<file path="src/rtl/vga_timing_gen.sv">
`default_nettype none
// ----------------------------------------------------------------------------
// vga_timing_gen: VGA raster timing master with look-ahead pixel requests.
// Rev 1.0
// ----------------------------------------------------------------------------
module vga_timing_gen #(
  parameter int H_SYNC  = 96,
  parameter int H_BACK  = 48,
  parameter int H_DISP  = 640,
  parameter int H_FRONT = 16,
  parameter int V_SYNC  = 2,
  parameter int V_BACK  = 33,
  parameter int V_DISP  = 480,
  parameter int V_FRONT = 10,
  parameter int PIX_LAT = 1
) (
  input  logic        vga_clk,
  input  logic        sys_rst_n,
  input  logic [15:0] pixel_data,
  output logic [9:0]  pixel_xpos,
  output logic [9:0]  pixel_ypos,
  output logic        vga_hs,
  output logic        vga_vs,
  output logic        vga_de,
  output logic [15:0] vga_rgb,
  output logic        frame_start
);

  localparam logic [9:0] H_LAST      = 10'(H_SYNC + H_BACK + H_DISP + H_FRONT - 1);
  localparam logic [9:0] V_LAST      = 10'(V_SYNC + V_BACK + V_DISP + V_FRONT - 1);
  localparam logic [9:0] H_SYNC_END  = 10'(H_SYNC);
  localparam logic [9:0] V_SYNC_END  = 10'(V_SYNC);
  localparam logic [9:0] H_ACT_START = 10'(H_SYNC + H_BACK);
  localparam logic [9:0] H_ACT_END   = 10'(H_SYNC + H_BACK + H_DISP);
  localparam logic [9:0] V_ACT_START = 10'(V_SYNC + V_BACK);
  localparam logic [9:0] V_ACT_END   = 10'(V_SYNC + V_BACK + V_DISP);
  localparam logic [9:0] H_REQ_START = 10'(H_SYNC + H_BACK - PIX_LAT);
  localparam logic [9:0] H_REQ_END   = 10'(H_SYNC + H_BACK + H_DISP - PIX_LAT);

  logic [9:0] h_cnt;
  logic [9:0] v_cnt;
  logic       h_act;
  logic       v_act;
  logic       h_req;
  logic       active;

  always_ff @(posedge vga_clk) begin
    if (!sys_rst_n) begin
      h_cnt <= '0;
      v_cnt <= '0;
    end else if (h_cnt == H_LAST) begin
      h_cnt <= '0;
      v_cnt <= (v_cnt == V_LAST) ? 10'd0 : v_cnt + 10'd1;
    end else begin
      h_cnt <= h_cnt + 10'd1;
    end
  end

  assign h_act  = (h_cnt >= H_ACT_START) && (h_cnt < H_ACT_END);
  assign v_act  = (v_cnt >= V_ACT_START) && (v_cnt < V_ACT_END);
  assign active = h_act && v_act;

  // Requests lead the active window by PIX_LAT so the answer lands on its display clock.
  assign h_req      = (h_cnt >= H_REQ_START) && (h_cnt < H_REQ_END);
  assign pixel_xpos = (h_req && v_act) ? (h_cnt - H_REQ_START) : 10'd0;
  assign pixel_ypos = (h_req && v_act) ? (v_cnt - V_ACT_START) : 10'd0;

  always_ff @(posedge vga_clk) begin
    if (!sys_rst_n) begin
      vga_hs      <= 1'b1;
      vga_vs      <= 1'b1;
      vga_de      <= 1'b0;
      vga_rgb     <= 16'h0000;
      frame_start <= 1'b0;
    end else begin
      vga_hs      <= ~(h_cnt < H_SYNC_END);
      vga_vs      <= ~(v_cnt < V_SYNC_END);
      vga_de      <= active;
      vga_rgb     <= active ? pixel_data : 16'h0000;
      frame_start <= (h_cnt == 10'd0) && (v_cnt == 10'd0);
    end
  end

endmodule
`default_nettype wire
</file>
<file path="config.mk">
export PLATFORM = sky130hd
export DESIGN_NAME = vga_timing_gen
export DESIGN_NICKNAME = d
export VERILOG_FILES = /design/src/rtl/vga_timing_gen.sv
export SDC_FILE = /design/constraint.sdc
export NUM_CORES = 1
export LEC_CHECK = 0
export ABC_AREA = 1
export BUFFER_PORTS_ARGS = -buffer_cell sky130_fd_sc_hd__clkbuf_2
export CAP_MARGIN = 10
export CORE_MARGIN = 2
export CORE_UTILIZATION = 50
export DETAILED_ROUTE_END_ITERATION = 10
export GPL_TIMING_DRIVEN = 1
export PLACE_DENSITY = 0.8
export SLEW_MARGIN = 0
export SYNTH_ARGS = -nofsm -noshare
export SYNTH_HDL_FRONTEND = slang
export SYNTH_SLANG_ARGS = --single-unit
</file>
<file path="constraint.sdc">
create_clock -name vga_clk -period 1.65 [get_ports vga_clk]
set_input_delay 0.0825 -clock vga_clk [delete_from_list [all_inputs] [get_ports vga_clk]]
set_output_delay 0.0825 -clock vga_clk [all_outputs]
set_load 0.02 [all_outputs]
</file>
# == Word-level counts from Yosys, hierarchy flattened ==
# Cells that the tools add are included.
# totals
ff_bits,40
out_inout_bits,40
# op_classes
reduce_logical,10
n_addsub,4
mux,3
bitwise_logic,3
n_eq_ne,2
order_cmp,8
# ops
op,count
"< comparator 10 bit, second input constant",3
two-way mux 10 bit,3
"adder 10 x 1 -> 10 bit, second input constant",2
"== test 10 bit, second input constant",2
">= comparator 10 x 8 -> 1 bit, second input constant",2
zero test 10 bit,2
">= comparator 10 x 6 -> 1 bit, second input constant",1
"< comparator 10 x 2 -> 1 bit, second input constant",1
"< comparator 10 x 7 -> 1 bit, second input constant",1
"subtractor 10 x 6 -> 10 bit, second input constant",1
"subtractor 10 x 8 -> 10 bit, second input constant",1
logical AND 1 bit,6
inverter 1 bit,3
AND reduction 2 bit,1
OR reduction 2 bit,1

# == Longest topological paths before layout ==
# logic_depth
word_depth,4
depth_mapped,11

# == Worst setup path after synthesis ==
# No wires, ideal clock.
# synth_timing
kind,reg-to-output
from,register v_cnt[0]
to,output port pixel_xpos[0]
path_buffers,1
t_arrival_ns,1.494
path_stages_with_launch,11
setup_slack_ns,0.073
path_cell_list,dfxtp_1 > ha_1 > inv_2 > nor2_1 > nand3_1 > nand2_1 > nor2_2 > nor2_4 > nand2_2 > buf_6 > nor2_2
# synth_between
elab_chain_cells,4
word_cells_on_any_way,5
classes_between,2 x order compare; 1 x mux; 2 x reduce/logical
# synth_rtl
item,line_no,source
from (decl),41,logic [9:0] v_cnt;
from (signal assigned),53,v_cnt <= (v_cnt == V_LAST) ? 10'd0 : v_cnt + 10'd1;
>= comparator 10 x 6 -> 1 bit / < comparator 10 bit (equally long branches),60,assign v_act = (v_cnt >= V_ACT_START) && (v_cnt < V_ACT_END);
logical AND 1 bit *,60,
logical AND 1 bit *,65,assign pixel_xpos = (h_req && v_act) ? (h_cnt - H_REQ_START) : 10'd0;
two-way mux 10 bit *,65,
to (decl),20,"output logic [9:0] pixel_xpos,"
# Every way passes the cells marked *; elsewhere a longest branch is shown, timed or not.

# == Worst setup path after layout ==
# layout_timing
from,register v_cnt[8]
to,output port pixel_ypos[4]
# layout_between
elab_chain_cells,4
word_cells_on_any_way,5
classes_between,2 x order compare; 1 x mux; 2 x reduce/logical
# layout_rtl
item,line_no,source
>= comparator 10 x 6 -> 1 bit / < comparator 10 bit (equally long branches),60,
logical AND 1 bit *,60,
logical AND 1 bit *,66,assign pixel_ypos = (h_req && v_act) ? (v_cnt - V_ACT_START) : 10'd0;
two-way mux 10 bit *,66,
to (decl),21,"output logic [9:0] pixel_ypos,"
# Marked as above.

==> impl_metrics.ini <==
[synth]
synth-edff-count = 0
synth_top_area_cell = dfxtp_1
ys_async_sr_fraction_pct = 0
synth_compound_area_share_pct = 3.93
synth_common_cells = 62 x nand2_1, 45 x inv_1, 40 x dfxtp_1
yosys.area_share.simple_pct = 41.9
ys_warn_count = 0
yosysMostFrequentCell = nand2_1
synth_cell_type_count = 28
synth-seq-cells = 40
synth_mux_area_share_pct = 0
ys.flop_type = dfxtp_1
seq_area_frac_synth_pct = 34.0
synth_top_family_by_area = simple AND/OR/NAND/NOR gates
synth_nets = 348
post_synth_fa_ha_maj_area_fraction_pct = 2.12
syn_inst = 326
synth.area.top_cells = dfxtp_1 34%, nand2_1 9.9%, inv_1 7.2%
synth.top_cell.area_share_pct = 34.0
synthXorXnorAreaFrac_pct = 5.20
synth_area_um2 = 2360
avgSynthCellArea_um2 = 7.23

[critical_path]
crit_arrival_ns = 1.77
crit_buf_inv = 3
ff2ff_path_depth = 11
path_cells = inv_2, nand2_1, nor2_2, nand2_2, nor2_4, nor2_4, nand2_4, buf_12, nor2_2, clkbuf_8
cpPeakStageDelay_ns = 0.36
timing.rr.end = vga_rgb[0]
end_kind = output port
critPathKind = reg2out
cp_max_fo = 10
cp_slowest_cell = dfxtp_2
start_kind = flip-flop
critPathRequiredTime_ns = 1.57
r2r_slack_ns = 0.01
r2r-start = v_cnt[8]
cp_top_family = simple AND/OR/NAND/NOR gates

[pwr]
power_density_nw_per_um2 = 543
leakagePower_nw = 1.84
power_mw = 1.93
ir_worst_vdd_mv = 0.524

[timing]
fmax_ghz = 0.540
period_share_pct = 112
tightestPinTransition_ns = 0.373
hold_viol = 0
setup_viol = 20
timing.final.ws_setup_ns = -0.203
clock_skew_ns = 0.00460
maxSlewHeadroom_pct = 75.0
fin_crit_ns = 1.85
maxSlewViolCount = 0
rsz0062_at_grt = true

[drt]
wl_met1_um = 2460
dr_wl_met3_um = 460
wirelength_um = 6620
drc = 0
route.met2.wl_um = 3580
top_layer = met4
vias = 2440
drt_pass1_iterations = 4
first_iter_violations = 136
wire_per_inst_um = 13.8
ant_nets = 0
viasPerCell = 5.08

[cells_and_area]
fin_nets = 449
area_growth_syn_to_layout_pct = 50.7
final_util_pct = 79.9
layout-drive-gt1-share_pct = 45.8
instances_no_fill = 480
final_area_um2 = 3550
nFillCells = 296
diodes = 0

[placed_design]
dp_hpwl_um = 3990
dp_cells = 450
place.gp.congestion = 0.901
dpl_cell_area_um2 = 2830
place_ws_ns = 0.0169
port_buffers = 57

[die]
core_um2 = 4440
initial_core_util_pct = 53.0
dieWidth_um = 72.7
die_h_um = 72.7
rows = 24
die_area_um2 = 5280
io_pins = 58

[clock_tree]
clk-insertion-delay-late_ns = 0.30
cts_tree = built
clkTransAtPathRegs_ns = 0.08
cts.sinks = 40
cts_root_buf = clkbuf_8
h-tree-depth = 2
ctsLongestPathBuffers = 2
cts_made_buffers = 5

[min_path]
hold_path.class = in2reg
worst_hold_path.endpoint = vga_rgb[8]
worstHoldStart = pixel_data[8]
worstHoldPathCells = 3

[global_routing]
track_usage_pct = 25.7
grt_pass1_wl_um = 10700
antenna_found_initial = 0
grt_max_degree = 15
grt.overflow.total = 0
grt_pass1_vias = 2474

[outcome]
violations = negative setup slack
status = finished with violations

[flow_run]
drv_cap = 0
-- timing repair --
item | 4_1_cts | 5_1_grt
gates cloned | 1 | 0
resized for setup | 86 | 27
hold buffers | 7 | 0
buffers inserted | 12 | 2
hold endpoints to repair | 7 | 0
pin swaps | 5 | 2
setup endpoints to repair | 20 | 48
-- cells by family after synthesis --
family          after synthesis
simple gates                185
compound gates               18
buf+inv                      65
fa+ha+maj                     4
flops                        40
xor+xnor                     14
-- state kept, by name, indices dropped and copies added (netlist names) --
signal,cells
vga_hs,1
vga_rgb,16
v_cnt,10
frame_start,1
h_cnt,10
vga_vs,1
vga_de,1
-- cell usage in the layout (no fill, tap or decap), types with 2 or more instances in the layout --
master | netlist | routed
o21ai_0 | 5 | 4
xor2_1 | 13 | 13
ha_4 | 0 | 2
inv_2 | 11 | 8
inv_4 | 0 | 3
clkinv_4 | 0 | 2
clkbuf_8 | 0 | 14
clkbuf_2 | 0 | 37
nor2_4 | 15 | 31
a21oi_1 | 10 | 10
ha_1 | 4 | 2
nand2_4 | 1 | 3
nand3_1 | 18 | 16
nand2_2 | 9 | 11
nand4_1 | 5 | 5
nor2_1 | 39 | 34
a31oi_1 | 2 | 2
dfxtp_2 | 0 | 7
buf_8 | 0 | 11
buf_12 | 1 | 3
nand3_2 | 2 | 4
buf_6 | 5 | 2
nor3_1 | 6 | 5
inv_1 | 45 | 45
nand2_1 | 62 | 57
nor2_2 | 25 | 14
dfxtp_4 | 0 | 5
buf_4 | 1 | 32
dlygate4sd3_1 | 0 | 7
dfxtp_1 | 40 | 28
-- final cells by class --
type | instances | area (µm²) | share of cell area [%]
inverters | 57 | 221 | 6.23
clock inverters | 3 | 47.5 | 1.34
well taps | 52 | 65.1 | 1.83
clock buffers | 5 | 68.8 | 1.94
multi-input cells | 221 | 1430 | 40.2
repair buffers | 102 | 895 | 25.2
flip-flops and latches | 40 | 828 | 23.3
-- metal layers --
metal / track usage (%) / vias up
met1: 27.3 / 1136
met2: 49.6 / 95
met5: 0 / -
met3: 7.60 / 14
li1: - / 1195
met4: 5.56 / 0
-- worst max path at each step --
| stage | start | end | slack, ns | cells after the start |
|---|---|---|---|---|
| 2_1_floorplan | v_cnt[0] | pixel_xpos[0] | 0.07 | 10 |
| 3_3_place_gp | v_cnt[0] | vga_rgb[13] | 0.05 | 11 |
| 3_5_place_dp | h_cnt[1] | pixel_ypos[9] | 0.02 | 9 |
| 4_1_cts | v_cnt[4] | pixel_ypos[4] | -0.18 | 11 |
| 5_1_grt | v_cnt[0] | pixel_ypos[5] | -0.30 | 11 |
| 6_report | v_cnt[8] | pixel_ypos[4] | -0.20 | 10 |
-- metrics by stage --
stage | setup TNS [ns] | hold WS, ns
CTS | -3.21 | 0.00793
detailed placement | 0 | 0.285
floorplan | 0 | 0.195
finish | -3.57 | 0.0174
global route | -6.09 | 0.0100
global placement | 0 | 0.279
-- report_power, final --
| group | leakage (nW) | internal [mW] | switching, mW |
|---|---|---|---|
| registers | 0.331 | 0.971 | 0.0105 |
| clock network | 0.0583 | 0.455 | 0.366 |
| logic | 1.45 | 0.0548 | 0.0716 |
-- worst min-delay path, cell delays in order --
cell and delay (ns):
clkbuf_2 0.08, inv_1 0.08, nor2_4 0.04
No activity file was read; power rests on OpenSTA's default activity.
